## src/rtl/rx_bit_timer.sv

```systemverilog
// USB 1.1 receive bit timer: edge-aligned sample-phase counter, mid-bit shift strobe,
// stuffed-bit skipping and per-byte completion pulse.
module rx_bit_timer #(
    parameter int unsigned SAMPLES_PER_BIT = 8,
    parameter int unsigned SAMPLE_POINT    = 4,
    parameter int unsigned BITS_PER_BYTE   = 8
) (
    input  logic                                     clk,
    input  logic                                     n_rst,
    input  logic                                     enable_timer,
    input  logic                                     d_edge,
    input  logic                                     stuff_bit,
    output logic                                     shift_enable,
    output logic                                     byte_received,
    output logic [$clog2(BITS_PER_BYTE)-1:0]         bit_count,
    output logic [$clog2(SAMPLES_PER_BIT+1)-1:0]     sample_phase
);

    localparam int unsigned PW = $clog2(SAMPLES_PER_BIT + 1);
    localparam int unsigned BW = $clog2(BITS_PER_BYTE);

    localparam logic [PW-1:0] PHASE_ONE  = PW'(1);
    localparam logic [PW-1:0] PHASE_LAST = PW'(SAMPLES_PER_BIT);
    localparam logic [PW-1:0] PHASE_SMP  = PW'(SAMPLE_POINT);
    localparam logic [BW-1:0] BIT_LAST   = BW'(BITS_PER_BYTE - 1);

    logic [PW-1:0] phase_q, phase_d;
    logic [BW-1:0] bit_q, bit_d;
    logic          byte_q, byte_d;

    always_comb begin
        shift_enable = enable_timer && !stuff_bit && (phase_q == PHASE_SMP);
    end

    always_comb begin
        phase_d = phase_q;
        bit_d   = bit_q;
        byte_d  = 1'b0;
        if (!enable_timer) begin
            phase_d = '0;
            bit_d   = '0;
        end else begin
            // Any data edge re-aligns to phase 1, as do idle start and the wrap.
            if (d_edge || (phase_q == '0) || (phase_q == PHASE_LAST)) begin
                phase_d = PHASE_ONE;
            end else begin
                phase_d = phase_q + PW'(1);
            end
            if (shift_enable) begin
                if (bit_q == BIT_LAST) begin
                    bit_d  = '0;
                    byte_d = 1'b1;
                end else begin
                    bit_d  = bit_q + BW'(1);
                end
            end
        end
    end

    always_ff @(posedge clk or negedge n_rst) begin
        if (!n_rst) begin
            phase_q <= '0;
            bit_q   <= '0;
            byte_q  <= 1'b0;
        end else begin
            phase_q <= phase_d;
            bit_q   <= bit_d;
            byte_q  <= byte_d;
        end
    end

    assign sample_phase  = phase_q;
    assign bit_count     = bit_q;
    assign byte_received = byte_q;

endmodule

```

## config.mk

```make
export PLATFORM = sky130hd
export DESIGN_NAME = rx_bit_timer
export DESIGN_NICKNAME = d
export VERILOG_FILES = /design/src/rtl/rx_bit_timer.sv
export SDC_FILE = /design/constraint.sdc
export NUM_CORES = 1
export LEC_CHECK = 0
export ABC_AREA = 0
export BUFFER_PORTS_ARGS = -buffer_cell sky130_fd_sc_hd__buf_2
export CORE_AREA = 2 2 39 41
export CTS_BUF_LIST = sky130_fd_sc_hd__clkbuf_2 sky130_fd_sc_hd__clkbuf_4 sky130_fd_sc_hd__clkbuf_8
export CTS_CLUSTER_DIAMETER = 60
export DETAILED_ROUTE_END_ITERATION = 10
export DIE_AREA = 0 0 41 43
export HOLD_SLACK_MARGIN = 0.06
export PLACE_DENSITY = 0.52
export SLEW_MARGIN = 20
export SYNTH_ARGS = -nofsm -noshare
export SYNTH_HDL_FRONTEND = slang
export SYNTH_SLANG_ARGS = --single-unit
```

## constraint.sdc

```tcl
create_clock -name clk -period 1.5 [get_ports clk]
set_input_delay 0.225 -clock clk [delete_from_list [all_inputs] [get_ports clk]]
set_output_delay 0.225 -clock clk [all_outputs]
set_load 0.005 [all_outputs]
```

==> flow_summary.toml, run 1 <==
[outcome]
violations = "setup timing"
outcome = "finished with violations"

[place]
io_buffer_count = 13
globalplace.congestion = 0.720
placedCellCount = 64
pre_cts_slack_ns = 0.136

[cells_and_area]
share_of_post_route_cells_with_drive_strength_above_1 = 0.446
fin_cells = 72
insertedDiodeCount = 0
area_growth_pct = 40.9
layout.filler_cells = 138
finalCoreUtilization = 0.411
register_area_um2 = 200
finish.net_count = 67
multi_input_comb_area_um2 = 196

[sta]
worst_hold_slack_ns = 0.286
final_period_minus_worst_setup_slack_ns = 1.55
max_frequency_mhz = 646
setup_violations = 1
report.final.slew_viol_count = 0
rsz0062_at_grt = "true"
fin_crit_sh = 1.03
worst_slack_ns = -0.0490
worst_slew_margin_rel = 0.838
final_total_negative_setup_slack_ns = -0.0490
fin_worst_skew_ns = 0.000659
timing_hold_violations_final = 0
worst_slew_pin_slew_ns = 0.244

[worst_setup_path]
critical_path.endpoint_type = "output pin"
timing.critical_path.fanout_max = 2
rr_endpoint = "bit_count[0]$_DFFE_PN0P_"
worst-endpoint-arrival_ns = 1.32
rr_startpoint = "sample_phase[0]$_DFF_PN0_"
timing.critical_path.from_type = "register"
path_class = "register to output pin"
regToRegSetupSlack_ns = 0.15
critical_path_required_ns = 1.27
timing.reg2reg.worst_path_depth = 6

[yosys]
number_of_enable_type_register_cells_in_the_synthesized_netlist = 0
netlist_top_cells_area = "sky130_fd_sc_hd__dfrtp_1, sky130_fd_sc_hd__ha_1, sky130_fd_sc_hd__mux2i_1"
yosysTopAreaCell = "sky130_fd_sc_hd__dfrtp_1"
syn-num-nets = 43
ys_ff_latch = 8
ys.flop_type = "sky130_fd_sc_hd__dfrtp_1"
number_of_standard_cells_after_synthesis = 34
synth.yosys.warnings = 0
sequential_fraction_of_the_synthesis_area = 0.495
syn_area_per_cell_um2 = 11.9
netlist-cell-type-count = 18
synth_commonest_cells = "sky130_fd_sc_hd__dfrtp_1, sky130_fd_sc_hd__ha_1, sky130_fd_sc_hd__and3_1, sky130_fd_sc_hd__inv_1"
post_synthesis_cell_area_um2 = 404
yosys.cell_count.top_type = "sky130_fd_sc_hd__dfrtp_1"
synth_largest_type_area_fraction = 0.495
synthArstFlopShare = 1.00

[floorplan]
floorplan.initialDensity = 0.292
fp-row-count = 14
fp.dieW_um = 41
die_area_um2 = 1760
placeableCoreArea_um2 = 1380
die_h_um = 43
design.portCount = 14

[drt]
met3_length_um = 38
detail-route-antenna-nets = 0
wire_per_inst_um = 11.4
drt-vias-per-instance = 4.42
routed-via-count = 318
routedLengthMet1_um = 379
wl_met2_um = 394
drt_iter0_drc = 6
drc_errors = 0
drt_pass1_iterations = 4
routed.top_layer = "met4"
total_detailed_routing_wirelength_um = 820

[clock_tree]
clk_root_buffer_cell = "sky130_fd_sc_hd__clkbuf_4"
htreeDepth = 1
cts_sinks = 8
worst_setup_hold_path_clk_slew_ns = 0.06
clk_path_buf_depth = 2
worst_skew_pair_later_pin_latency_ns = 0.25
tritoncts.num_buffers = 3
tritoncts = "yes"

[global_route]
globalRoute.totalOverflow = 0
grt_antenna_before_repair = 0
grt_util_all_layers = 0.111
number_of_global_route_vias_before_repair = 283
grt_max_degree = 10
grt_pass1_wl_um = 1200

[power]
ir_worst_vdd_mv = 0.336
ratio_of_total_power_to_cell_area_nw_per_um2 = 749
leakagePower_uw = 0.000319

[worst_hold_path]
hold_depth = 2
hold_start = "enable_timer"
timing.hold.worst_endpoint = "bit_count[2]$_DFFE_PN0P_"
worst_hold_path_type = "primary input to register"

[run]
drv_cap = 0
per-stage QoR:
step           power (uW)  cell area, um2
4_1_cts               429             554
5_1_grt               458             569
3_5_place_dp          255             497
6_report              426             569
3_3_place_gp          254             497
2_1_floorplan         235             404
power by group:
part / internal (uW) / leakage (uW) / switching, uW
Sequential: 219 / 0.000110 / 1.76
Combinational: 19.7 / 0.000195 / 17.5
Clock: 91.8 / 0.0000138 / 76.9
placed cells by master (no fill, tap or decap):
cell type	n
sky130_fd_sc_hd__buf_2	12
sky130_fd_sc_hd__ha_2	1
sky130_fd_sc_hd__ha_1	3
sky130_fd_sc_hd__nand2b_1	1
sky130_fd_sc_hd__and3_1	3
sky130_fd_sc_hd__dlygate4sd3_1	1
sky130_fd_sc_hd__dfrtp_1	8
sky130_fd_sc_hd__nand3b_1	1
sky130_fd_sc_hd__and3_2	1
sky130_fd_sc_hd__nand3_1	1
sky130_fd_sc_hd__buf_4	5
sky130_fd_sc_hd__a21oi_1	1
sky130_fd_sc_hd__buf_6	1
sky130_fd_sc_hd__clkbuf_4	3
sky130_fd_sc_hd__a21boi_0	1
sky130_fd_sc_hd__and4bb_4	1
sky130_fd_sc_hd__nor2b_1	2
sky130_fd_sc_hd__and2_4	1
sky130_fd_sc_hd__inv_1	3
sky130_fd_sc_hd__xnor2_1	1
sky130_fd_sc_hd__mux2i_1	2
sky130_fd_sc_hd__nor2_1	1
sky130_fd_sc_hd__a21boi_1	1
sky130_fd_sc_hd__xor2_1	1
layout make-up:
type,count,share of cell area
multi-input combinational,23,0.345
inverter,3,0.0198
sequential,8,0.352
timing repair buffer,19,0.209
tap,16,0.0352
clock buffer,3,0.0396
sequential cells by signal (all words and copies together) (netlist names):
| register | count |
|---|---|
| sample_phase | 4 |
| bit_count | 3 |
| byte_received | 1 |
metal layers:
layer,vias up,GRT usage
met3,2,0.0628
met1,147,0.121
met4,0,0.0800
met2,8,0.153
li1,161,-
met5,-,0
cell families after synthesis:
family,after synthesis,synth area share
multiplexers,2,0.0495
AO/OA/AOI/OAI,3,0.0495
flip-flops,8,0.495
adder cells (fa/ha/maj),4,0.124
buffers and inverters,3,0.0279
XOR/XNOR,2,0.0434
AND/OR/NAND/NOR,12,0.211
worst max path at each step:
stage                         startpoint      endpoint  slack [ns]  depth (start not counted)
6_report       sample_phase[0]$_DFF_PN0_  shift_enable       -0.05                          5
5_1_grt        sample_phase[0]$_DFF_PN0_  shift_enable       -0.12                          5
4_1_cts        sample_phase[0]$_DFF_PN0_  shift_enable       -0.06                          5
3_5_place_dp   sample_phase[1]$_DFF_PN0_  shift_enable        0.14                          5
3_3_place_gp   sample_phase[1]$_DFF_PN0_  shift_enable        0.15                          5
2_1_floorplan  sample_phase[0]$_DFF_PN0_  shift_enable        0.24                          4
critical path, cell delays in order, from the launching register on:
cell	delay (ns)
sky130_fd_sc_hd__dfrtp_1	0.38
sky130_fd_sc_hd__inv_1	0.06
sky130_fd_sc_hd__ha_2	0.17
sky130_fd_sc_hd__and4bb_4	0.24
sky130_fd_sc_hd__and2_4	0.14
sky130_fd_sc_hd__buf_6	0.08
timing repair:
action | CTS | global route
hold buffers | 1 | 0
cloned | 0 | 0
buffers inserted | 2 | 2
pin swaps | 1 | 1
hold endpoints to repair | 8 | 0
gates resized for setup | 3 | 0
endpoints found under the setup margin | 1 | 1
Note: power is estimated with default switching activity, not from simulation.
==> inputs of run 2 (changes only) <==
--- a/config.mk
+++ b/config.mk
@@ -9,12 +9,10 @@
 export BUFFER_PORTS_ARGS = -buffer_cell sky130_fd_sc_hd__buf_2
 export CORE_AREA = 2 2 39 41
 export CTS_BUF_LIST = sky130_fd_sc_hd__clkbuf_2 sky130_fd_sc_hd__clkbuf_4 sky130_fd_sc_hd__clkbuf_8
-export CTS_CLUSTER_DIAMETER = 60
 export DETAILED_ROUTE_END_ITERATION = 10
 export DIE_AREA = 0 0 41 43
 export HOLD_SLACK_MARGIN = 0.06
 export PLACE_DENSITY = 0.52
-export SLEW_MARGIN = 20
 export SYNTH_ARGS = -nofsm -noshare
 export SYNTH_HDL_FRONTEND = slang
 export SYNTH_SLANG_ARGS = --single-unit
==> constraint.sdc (replaced) <==
create_clock -name clk -period 1.5 [get_ports clk]
set_input_delay 0.3 -clock clk [delete_from_list [all_inputs] [get_ports clk]]
set_output_delay 0.3 -clock clk [all_outputs]
set_load 0.005 [all_outputs]
==> flow_summary.toml, run 2 (same netlist as run 1, synthesis figures left out) <==
[worst_hold_path]
hold_start = "enable_timer"
timing.hold.worst_endpoint = "sample_phase[0]$_DFF_PN0_"
hold_depth = 2
worst_hold_path_type = "primary input to register"

[sta]
rsz0062_at_grt = "true"
fin_crit_sh = 1.07
timing_hold_violations_final = 0
final_period_minus_worst_setup_slack_ns = 1.61
setup_violations = 1
fin_worst_skew_ns = 0.00180
max_frequency_mhz = 623
worst_hold_slack_ns = 0.371
worst_slew_pin_slew_ns = 0.247
worst_slew_margin_rel = 0.835
report.final.slew_viol_count = 0
worst_slack_ns = -0.105
final_total_negative_setup_slack_ns = -0.105

[worst_setup_path]
critical_path_required_ns = 1.20
worst-endpoint-arrival_ns = 1.31
critical_path.slowest_cell = "sky130_fd_sc_hd__dfrtp_1"
regToRegSetupSlack_ns = 0.17
timing.reg2reg.worst_path_depth = 6
timing.critical_path.fanout_max = 2
rr_startpoint = "sample_phase[1]$_DFF_PN0_"
critical_path.endpoint_type = "output pin"
timing.critical_path.slowest_cell_delay_ns = 0.38
timing.critical_path.cells = "inv_1 > ha_2 > and4bb_4 > and2_4 > buf_6"
timing.critical_path.from_type = "register"
path_class = "register to output pin"
rr_endpoint = "bit_count[0]$_DFFE_PN0P_"

[global_route]
grt_max_degree = 10
grt_pass1_wl_um = 1240
number_of_global_route_vias_before_repair = 296
grt_util_all_layers = 0.110
grt_antenna_before_repair = 0
globalRoute.totalOverflow = 0

[drt]
total_detailed_routing_wirelength_um = 804
routed-via-count = 316
drt-vias-per-instance = 4.45
drc_errors = 0
detail-route-antenna-nets = 0
drt_iter0_drc = 4
wire_per_inst_um = 11.3
drt_pass1_iterations = 2

[cells_and_area]
largest_register_ffs = 4
fin_cells = 71
layout.filler_cells = 150
finish.net_count = 66
area_growth_pct = 39.0
layout.cells.most_common = "sky130_fd_sc_hd__buf_2"
share_of_post_route_cells_with_drive_strength_above_1 = 0.436
insertedDiodeCount = 0
layout.cells.most_common_list = "sky130_fd_sc_hd__buf_2, sky130_fd_sc_hd__dfrtp_1, sky130_fd_sc_hd__buf_4"

[place]
io_buffer_count = 13
detailedPlacementHpwl_um = 598
pre_cts_slack_ns = 0.0999
globalplace.congestion = 0.674
placedCellCount = 65

[floorplan]
fp.dieW_um = 41
floorplan.initialDensity = 0.292
die_area_um2 = 1760
placeableCoreArea_um2 = 1380
die_h_um = 43
design.portCount = 14
fp-row-count = 14

[run]
drv_cap = 0

[outcome]
violations = "setup timing"
outcome = "finished with violations"

[clock_tree]
clk_root_buffer_cell = "sky130_fd_sc_hd__clkbuf_4"
cts_sinks = 8
htreeDepth = 1
tritoncts.num_buffers = 3
worst_skew_pair_later_pin_latency_ns = 0.25
clk_path_buf_depth = 2
worst_setup_hold_path_clk_slew_ns = 0.06
tritoncts = "yes"

[power]
ir_worst_vdd_mv = 0.385
leakagePower_uw = 0.000314
power_uw = 421
ratio_of_total_power_to_cell_area_nw_per_um2 = 749
[run 2: cell types whose count changed in the layout (fill, tap and decap cells not counted), sizes merged]
cell and delta:
buf -1
[run 2: worst max-delay path by stage]
| stage | to | start | depth (start not counted) | slack (ns) |
|---|---|---|---|---|
| after detailed placement | shift_enable | sample_phase[1]$_DFF_PN0_ | 5 | 0.1 |
| final | shift_enable | sample_phase[1]$_DFF_PN0_ | 5 | -0.11 |
| after global placement | shift_enable | sample_phase[1]$_DFF_PN0_ | 5 | 0.11 |
| after global routing | shift_enable | sample_phase[1]$_DFF_PN0_ | 5 | -0.17 |
| after floorplan | shift_enable | sample_phase[0]$_DFF_PN0_ | 4 | 0.16 |
| after CTS | shift_enable | sample_phase[1]$_DFF_PN0_ | 5 | -0.11 |
[run 2: worst max-delay path: cells and delay by family, from the launching register on]
family	cells	cell delay, ns
buffers and inverters	2	0.14
and+or+nand+nor	2	0.37
adders and majority gates	1	0.16
DFF	1	0.38
[run 2: where the power goes]
part	leakage, uW	switching, uW	internal [uW]
sequential	0.000110	1.53	219
combinational	0.000191	17.5	17.7
clock	0.0000138	73.7	91.6
total	0.000314	92.7	328
[run 2: stage by stage]
stage           util  cell area [um2]
6_report       0.406              562
5_1_grt        0.406              562
4_1_cts        0.401              554
3_5_place_dp   0.364              504
3_3_place_gp   0.364              504
2_1_floorplan      -              404
[run 2: layout make-up]
type / count / area, um2 / share of cell area
sequential: 8 / 200 / 0.356
multi-input combinational: 23 / 196 / 0.350
inverter: 3 / 11.3 / 0.0200
timing repair buffer: 18 / 111 / 0.198
clock buffer: 3 / 22.5 / 0.0401
tap: 16 / 20.0 / 0.0356
[run 2: what timing repair did]
item	4_1_cts	5_1_grt
buffers inserted	1	1
resized for setup	3	0
hold buffers	1	0
hold endpoints to repair	8	0
setup endpoints to repair	1	1
[run 2: per-layer routing]
| metal | GRT usage | vias up | part of all wire |
|---|---|---|---|
| li1 | - | 159 | - |
| met4 | 0.0400 | 0 | 0 |
| met3 | 0.0628 | 0 | 0.042 |
| met2 | 0.166 | 6 | 0.52 |
| met1 | 0.124 | 151 | 0.44 |
| met5 | 0 | - | 0 |
